[src/rtl/trng_postproc.sv]
// TRNG post-processor: warm-up, repetition-count health test, byte packer and 2-entry output FIFO.
// Define VON_NEUMANN_EN to compile in the Von Neumann debiaser on the RUN bit stream.
module trng_postproc #(
  parameter int unsigned WARMUP_CYCLES = 64,
  parameter int unsigned RCT_CUTOFF    = 32
) (
  input  logic       clk,
  input  logic       rst,
  input  logic       enable,
  input  logic       bit_in,
  input  logic       alarm_clr,
  output logic [7:0] data_out,
  output logic       data_valid,
  input  logic       data_ready,
  output logic       alarm,
  output logic       overflow
);
  typedef enum logic [1:0] {IDLE, WARMUP, RUN, ALARM} state_t;

  localparam logic [15:0] WU_LAST = 16'(WARMUP_CYCLES - 1);
  localparam logic [7:0]  CUT     = 8'(RCT_CUTOFF);

  state_t      state_q, state_d;
  logic [15:0] wcnt_q, wcnt_d;
  logic [7:0]  rl_q, rl_d, rl_next;
  logic        prev_q, fresh_q, fresh_d;
  logic [7:0]  pack_q, pack_d, push_byte;
  logic [2:0]  cnt_q, cnt_d;
  logic        accept, abit, push, flush, pop, wr_ok, ovf_q, ovf_d;
  logic [1:0]  fcnt_q;
  logic        rptr_q, wptr_q;
  logic [7:0]  mem_q [2];
`ifdef VON_NEUMANN_EN
  logic        pair_have_q, pair_have_d, pair_bit_q, pair_bit_d;
`endif

  always_comb begin
    state_d   = state_q;
    wcnt_d    = wcnt_q;
    rl_d      = rl_q;
    fresh_d   = fresh_q;
    pack_d    = pack_q;
    cnt_d     = cnt_q;
    accept    = 1'b0;
    abit      = bit_in;
    flush     = 1'b0;
    push      = 1'b0;
    push_byte = pack_q;
`ifdef VON_NEUMANN_EN
    pair_have_d = pair_have_q;
    pair_bit_d  = pair_bit_q;
`endif
    rl_next = (fresh_q || bit_in != prev_q) ? 8'd1 : rl_q + 8'd1;
    case (state_q)
      IDLE:  if (enable)    begin state_d = WARMUP; wcnt_d = '0; fresh_d = 1'b1; end
      ALARM: if (alarm_clr) begin state_d = WARMUP; wcnt_d = '0; fresh_d = 1'b1; end
      default: begin
        rl_d    = rl_next;
        fresh_d = 1'b0;
        // health test outranks the enable drop
        if (rl_next == CUT || !enable) begin
          state_d = (rl_next == CUT) ? ALARM : IDLE;
          flush   = (rl_next == CUT);
          pack_d  = '0;
          cnt_d   = '0;
`ifdef VON_NEUMANN_EN
          pair_have_d = 1'b0;
          pair_bit_d  = 1'b0;
`endif
        end else if (state_q == WARMUP) begin
          if (wcnt_q == WU_LAST) state_d = RUN;
          else                   wcnt_d  = wcnt_q + 16'd1;
        end else begin
`ifdef VON_NEUMANN_EN
          pair_have_d = ~pair_have_q;
          if (!pair_have_q) pair_bit_d = bit_in;
          else if (pair_bit_q != bit_in) begin
            accept = 1'b1;
            abit   = pair_bit_q;
          end
`else
          accept = 1'b1;
`endif
        end
      end
    endcase
    if (accept) begin
      pack_d[cnt_q] = abit;
      cnt_d         = cnt_q + 3'd1;
      if (cnt_q == 3'd7) begin
        push      = 1'b1;
        push_byte = pack_d;
        pack_d    = '0;
      end
    end
  end

  assign data_valid = (fcnt_q != 2'd0);
  assign pop        = data_valid & data_ready;
  // a full FIFO still accepts when the head leaves on the same edge
  assign wr_ok      = push & ((fcnt_q != 2'd2) | pop);
  assign ovf_d      = (ovf_q & ~alarm_clr) | (push & ~wr_ok);
  assign data_out   = data_valid ? mem_q[rptr_q] : 8'h00;
  assign alarm      = (state_q == ALARM);
  assign overflow   = ovf_q;

  always_ff @(posedge clk or posedge rst) begin
    if (rst) begin
      state_q <= IDLE;
      wcnt_q  <= '0;
      rl_q    <= '0;
      prev_q  <= 1'b0;
      fresh_q <= 1'b1;
      pack_q  <= '0;
      cnt_q   <= '0;
      ovf_q   <= 1'b0;
`ifdef VON_NEUMANN_EN
      pair_have_q <= 1'b0;
      pair_bit_q  <= 1'b0;
`endif
    end else begin
      state_q <= state_d;
      wcnt_q  <= wcnt_d;
      rl_q    <= rl_d;
      prev_q  <= bit_in;
      fresh_q <= fresh_d;
      pack_q  <= pack_d;
      cnt_q   <= cnt_d;
      ovf_q   <= ovf_d;
`ifdef VON_NEUMANN_EN
      pair_have_q <= pair_have_d;
      pair_bit_q  <= pair_bit_d;
`endif
    end
  end

  always_ff @(posedge clk or posedge rst) begin
    if (rst) begin
      fcnt_q   <= '0;
      rptr_q   <= 1'b0;
      wptr_q   <= 1'b0;
      mem_q[0] <= '0;
      mem_q[1] <= '0;
    end else if (flush) begin
      fcnt_q <= '0;
      rptr_q <= 1'b0;
      wptr_q <= 1'b0;
    end else begin
      if (pop) rptr_q <= ~rptr_q;
      if (wr_ok) begin
        mem_q[wptr_q] <= push_byte;
        wptr_q        <= ~wptr_q;
      end
      case ({wr_ok, pop})
        2'b10:   fcnt_q <= fcnt_q + 2'd1;
        2'b01:   fcnt_q <= fcnt_q - 2'd1;
        default: fcnt_q <= fcnt_q;
      endcase
    end
  end
endmodule
[config.mk]
export PLATFORM = sky130hd
export DESIGN_NAME = trng_postproc
export DESIGN_NICKNAME = d
export VERILOG_FILES = /design/src/rtl/trng_postproc.sv
export SDC_FILE = /design/constraint.sdc
export NUM_CORES = 1
export LEC_CHECK = 0
export CAP_MARGIN = 20
export CELL_PAD_IN_SITES_DETAIL_PLACEMENT = 1
export CELL_PAD_IN_SITES_GLOBAL_PLACEMENT = 1
export CORE_MARGIN = 4
export CORE_UTILIZATION = 35
export DETAILED_ROUTE_END_ITERATION = 16
export PLACE_DENSITY_LB_ADDON = 0.05
export SYNTH_ARGS = -nofsm -noshare
export SYNTH_HDL_FRONTEND = slang
export SYNTH_SLANG_ARGS = --single-unit
[constraint.sdc]
create_clock -name clk -period 3.6 [get_ports clk]
set_clock_uncertainty 0.1 [all_clocks]
set_input_delay 0.72 -clock clk [delete_from_list [all_inputs] [get_ports clk]]
set_output_delay 0.72 -clock clk [all_outputs]
set_load 0.03 [all_outputs]
==> flow_summary.ini <==
[layout]
nNetsFinal = 389
syn2layout_area_growth_pct = 13.74
final_cells = 514
drive_gt1_share_pct = 17.06
diodes = 0

[critical_path]
max_stage_delay_ns = 0.46
path_cells = ha_1 -> or3b_4 -> a2111oi_4 -> o2111ai_4 -> buf_4 -> a21oi_4 -> o21ai_0 -> mux2_2
end_kind = flip-flop
rr_worst_depth = 8
worst-setup-path-type = flip-flop to flip-flop
crit_arrival_ns = 3.26
start_kind = flip-flop
rrSetupSlack_ns = 0.47
reg2reg_to = mem_q[4]$_DFFE_PP0P_
crit_slowest_cell = dfrtp_1
critPathMaxFanout = 8
r2r_start = rl_q[0]$_DFFE_PP0P_
critPathRequiredTime_ns = 3.73

[timing]
slew_headroom_pct = 54.35
finalSetupTns_ns = 0
rsz0062_at_grt = false
fmaxAchievable_mhz = 319.7
worst_pin_slew_ns = 0.6817
finalCriticalPeriod_ns = 3.128
period_share_pct = 86.88
setup_viol = 0
finalMaxSlewViolations = 0
final-hold-violation-count = 0

[place]
portBuffers = 16
finalWeightedCongestion = 0.7376
dp.cells = 498
dp_hpwl_um = 6005

[min_path]
hold_path.class = flip-flop to flip-flop
hp-start = pack_q[3]$_DFF_PP0_
whs_path_depth = 1
hold_end = pack_q[3]$_DFF_PP0_

[floorplan]
start_util_pct = 35.78
rows = 36
die_h_um = 108.0
die-area_mm2 = 0.01166
core_area_mm2 = 0.009774
die_w_um = 108.0
pin_count = 17

[global_route]
antenna_found_initial = 0
grt_pass1_vias = 2811
gr-total-overflow = 0
grt_pass1_wl_um = 14500
track_usage_pct = 15.90
grt_max_degree = 35

[drt]
wirelength_um = 8576
firstDrtPassIters = 4
route.antenna.remaining_nets = 0
first_iter_violations = 79
wl_per_cell_um = 16.68
remaining_drc_errors = 0
via_count = 2763
drt-vias-per-instance = 5.375

[clock_network]
cts_inserted_buffers = 9
cts.sinks = 60
clk_latency_ns = 0.34
cts_resized = 0
htree_levels = 3
clk_pin_slew_worst_paths_ns = 0.07
cts-root-buf = clkbuf_8
cts_setup_buffers = 0
cts_buffer_depth = 2
cts_tree = built
cts_hold_buf = 0

[yosys]
yosys.area_share.adder_pct = 2.504
seq_area_frac_synth_pct = 42.97
synth_ff_type = dfrtp_1
postSynthAreaPerCell_um2 = 9.687
synth_simple_gate_area_share_pct = 20.57
synth-xor-area-share_pct = 0.5009
syn_nets = 374
synth.area.top_cells = dfrtp_1, mux2_2, nand2_1, o21ai_0, nor2_1
synth_edf_count = 0
netlist_instances = 361
syn_area_mm2 = 0.003497
synth.largest_area_cell = dfrtp_1
synth.distinct_cells = 63
synth_warnings = 0
yosysMostFrequentCell = dfrtp_1
synth_compound_area_share_pct = 19.93
synthMuxAreaShare_pct = 8.658
synth_top_family_by_area = simple AND/OR/NAND/NOR gates
synth.top_cell.area_share_pct = 42.22
synth_common_cells = dfrtp_1, nand2_1, o21ai_0
ys_ff_latch = 60
synthArstFlopShare_pct = 100.0

[pwr]
vdd_drop_max_uv = 237.4
leakage_nw = 1.709
p_per_area_mw_per_mm2 = 678.0

[job]
maxCapViolCount = 0

[status]
status = finished, final reports clean
-- cells in the final DEF (no fill, tap or decap), types with 5 or more instances in the layout --
cell | netlist | routed
mux2_2 | 18 | 18
inv_1 | 10 | 9
buf_4 | 0 | 6
clkdlybuf4s50_1 | 0 | 16
a21oi_1 | 11 | 11
nor2_1 | 27 | 27
dfrtp_1 | 59 | 59
a22o_1 | 5 | 5
clkbuf_8 | 3 | 10
and2_1 | 5 | 5
o21ai_0 | 32 | 32
o31ai_1 | 5 | 5
ha_1 | 7 | 7
a21o_1 | 5 | 5
nand4_1 | 5 | 5
o221ai_1 | 5 | 5
nand3_1 | 6 | 6
nand2_1 | 50 | 50
and3_1 | 6 | 6
mux2i_1 | 10 | 10
nand3b_1 | 7 | 7
-- worst max-delay path: cells and delay by family, from the launching register on --
family,cells,cell delay (ns)
AOI/OAI and AO/OA,4,1.16
DFF,1,0.46
and+or+nand+nor,1,0.41
adders and majority gates,1,0.34
muxes,1,0.33
buffers and inverters,1,0.21
-- metal layers --
layer	vias up	share of wire (%)	wire, µm	track usage [%]
li1	1347	-	-	-
met1	1384	53	4513	22.97
met5	-	0	0	0
met2	25	44	3769	23.89
met3	7	2.3	193	3.164
met4	0	1.2	99	5.140
-- logic make-up after synthesis --
group                    count (synthesis)
XOR/XNOR                                 2
AO/OA/AOI/OAI                           95
multiplexers                            28
adder cells (fa/ha/maj)                  7
AND/OR/NAND/NOR                        139
flip-flops                              60
buffers and inverters                   30
-- stage by stage --
stage | total power, mW | area (µm²) | worst slack (ns) | hold slack (ns) | utilization (%)
final | 2.697 | 3978 | 0.4723 | 0.3780 | 40.69
after global routing | 2.933 | 3978 | 0.3393 | 0.3947 | 40.69
after CTS | 2.751 | 3978 | 0.4641 | 0.3833 | 40.69
after detailed placement | 2.101 | 3776 | 0.2628 | 0.3637 | 38.63
after global placement | 2.069 | 3776 | 0.3124 | 0.3552 | 38.63
after floorplan | 1.783 | 3497 | 0.8743 | 0.3429 | -
-- where the power goes --
group / total [mW] / internal (mW) / leakage, nW / switching [mW]
logic: 1.08 / 0.429 / 0.810 / 0.650
clock network: 0.627 / 0.337 / 0.0983 / 0.290
registers: 0.991 / 0.800 / 0.801 / 0.191
total: 2.70 / 1.57 / 1.71 / 1.13
-- worst max-delay path by stage --
stage | startpoint | to | slack (ns) | cells past startpoint
after floorplan | rl_q[0]$_DFFE_PP0P_ | mem_q[10]$_DFFE_PP0P_ | 0.87 | 8
after global placement | bit_in | mem_q[4]$_DFFE_PP0P_ | 0.31 | 8
after detailed placement | bit_in | mem_q[4]$_DFFE_PP0P_ | 0.26 | 8
after CTS | rl_q[0]$_DFFE_PP0P_ | mem_q[4]$_DFFE_PP0P_ | 0.46 | 8
after global routing | rl_q[0]$_DFFE_PP0P_ | mem_q[12]$_DFFE_PP0P_ | 0.34 | 8
final | rl_q[0]$_DFFE_PP0P_ | mem_q[4]$_DFFE_PP0P_ | 0.47 | 8
-- area by class of cell --
class / count / area, µm²
Fill cell: 1124 / 5797
Multi-Input combinational cell: 271 / 1824
Sequential cell: 60 / 1503
Timing Repair Buffer: 24 / 245.2
Tap cell: 133 / 166.4
Clock buffer: 10 / 137.6
Clock inverter: 6 / 63.81
Inverter: 10 / 37.54
-- registers in the layout (all words and copies together) (netlist names) --
name      count
wptr_q        1
overflow      1
cnt_q         3
pack_q        8
rl_q          8
state_q       2
prev_q        1
mem_q        16
wcnt_q       16
fcnt_q        2
fresh_q       1
rptr_q        1
Note: power is estimated with default switching activity, not from simulation.
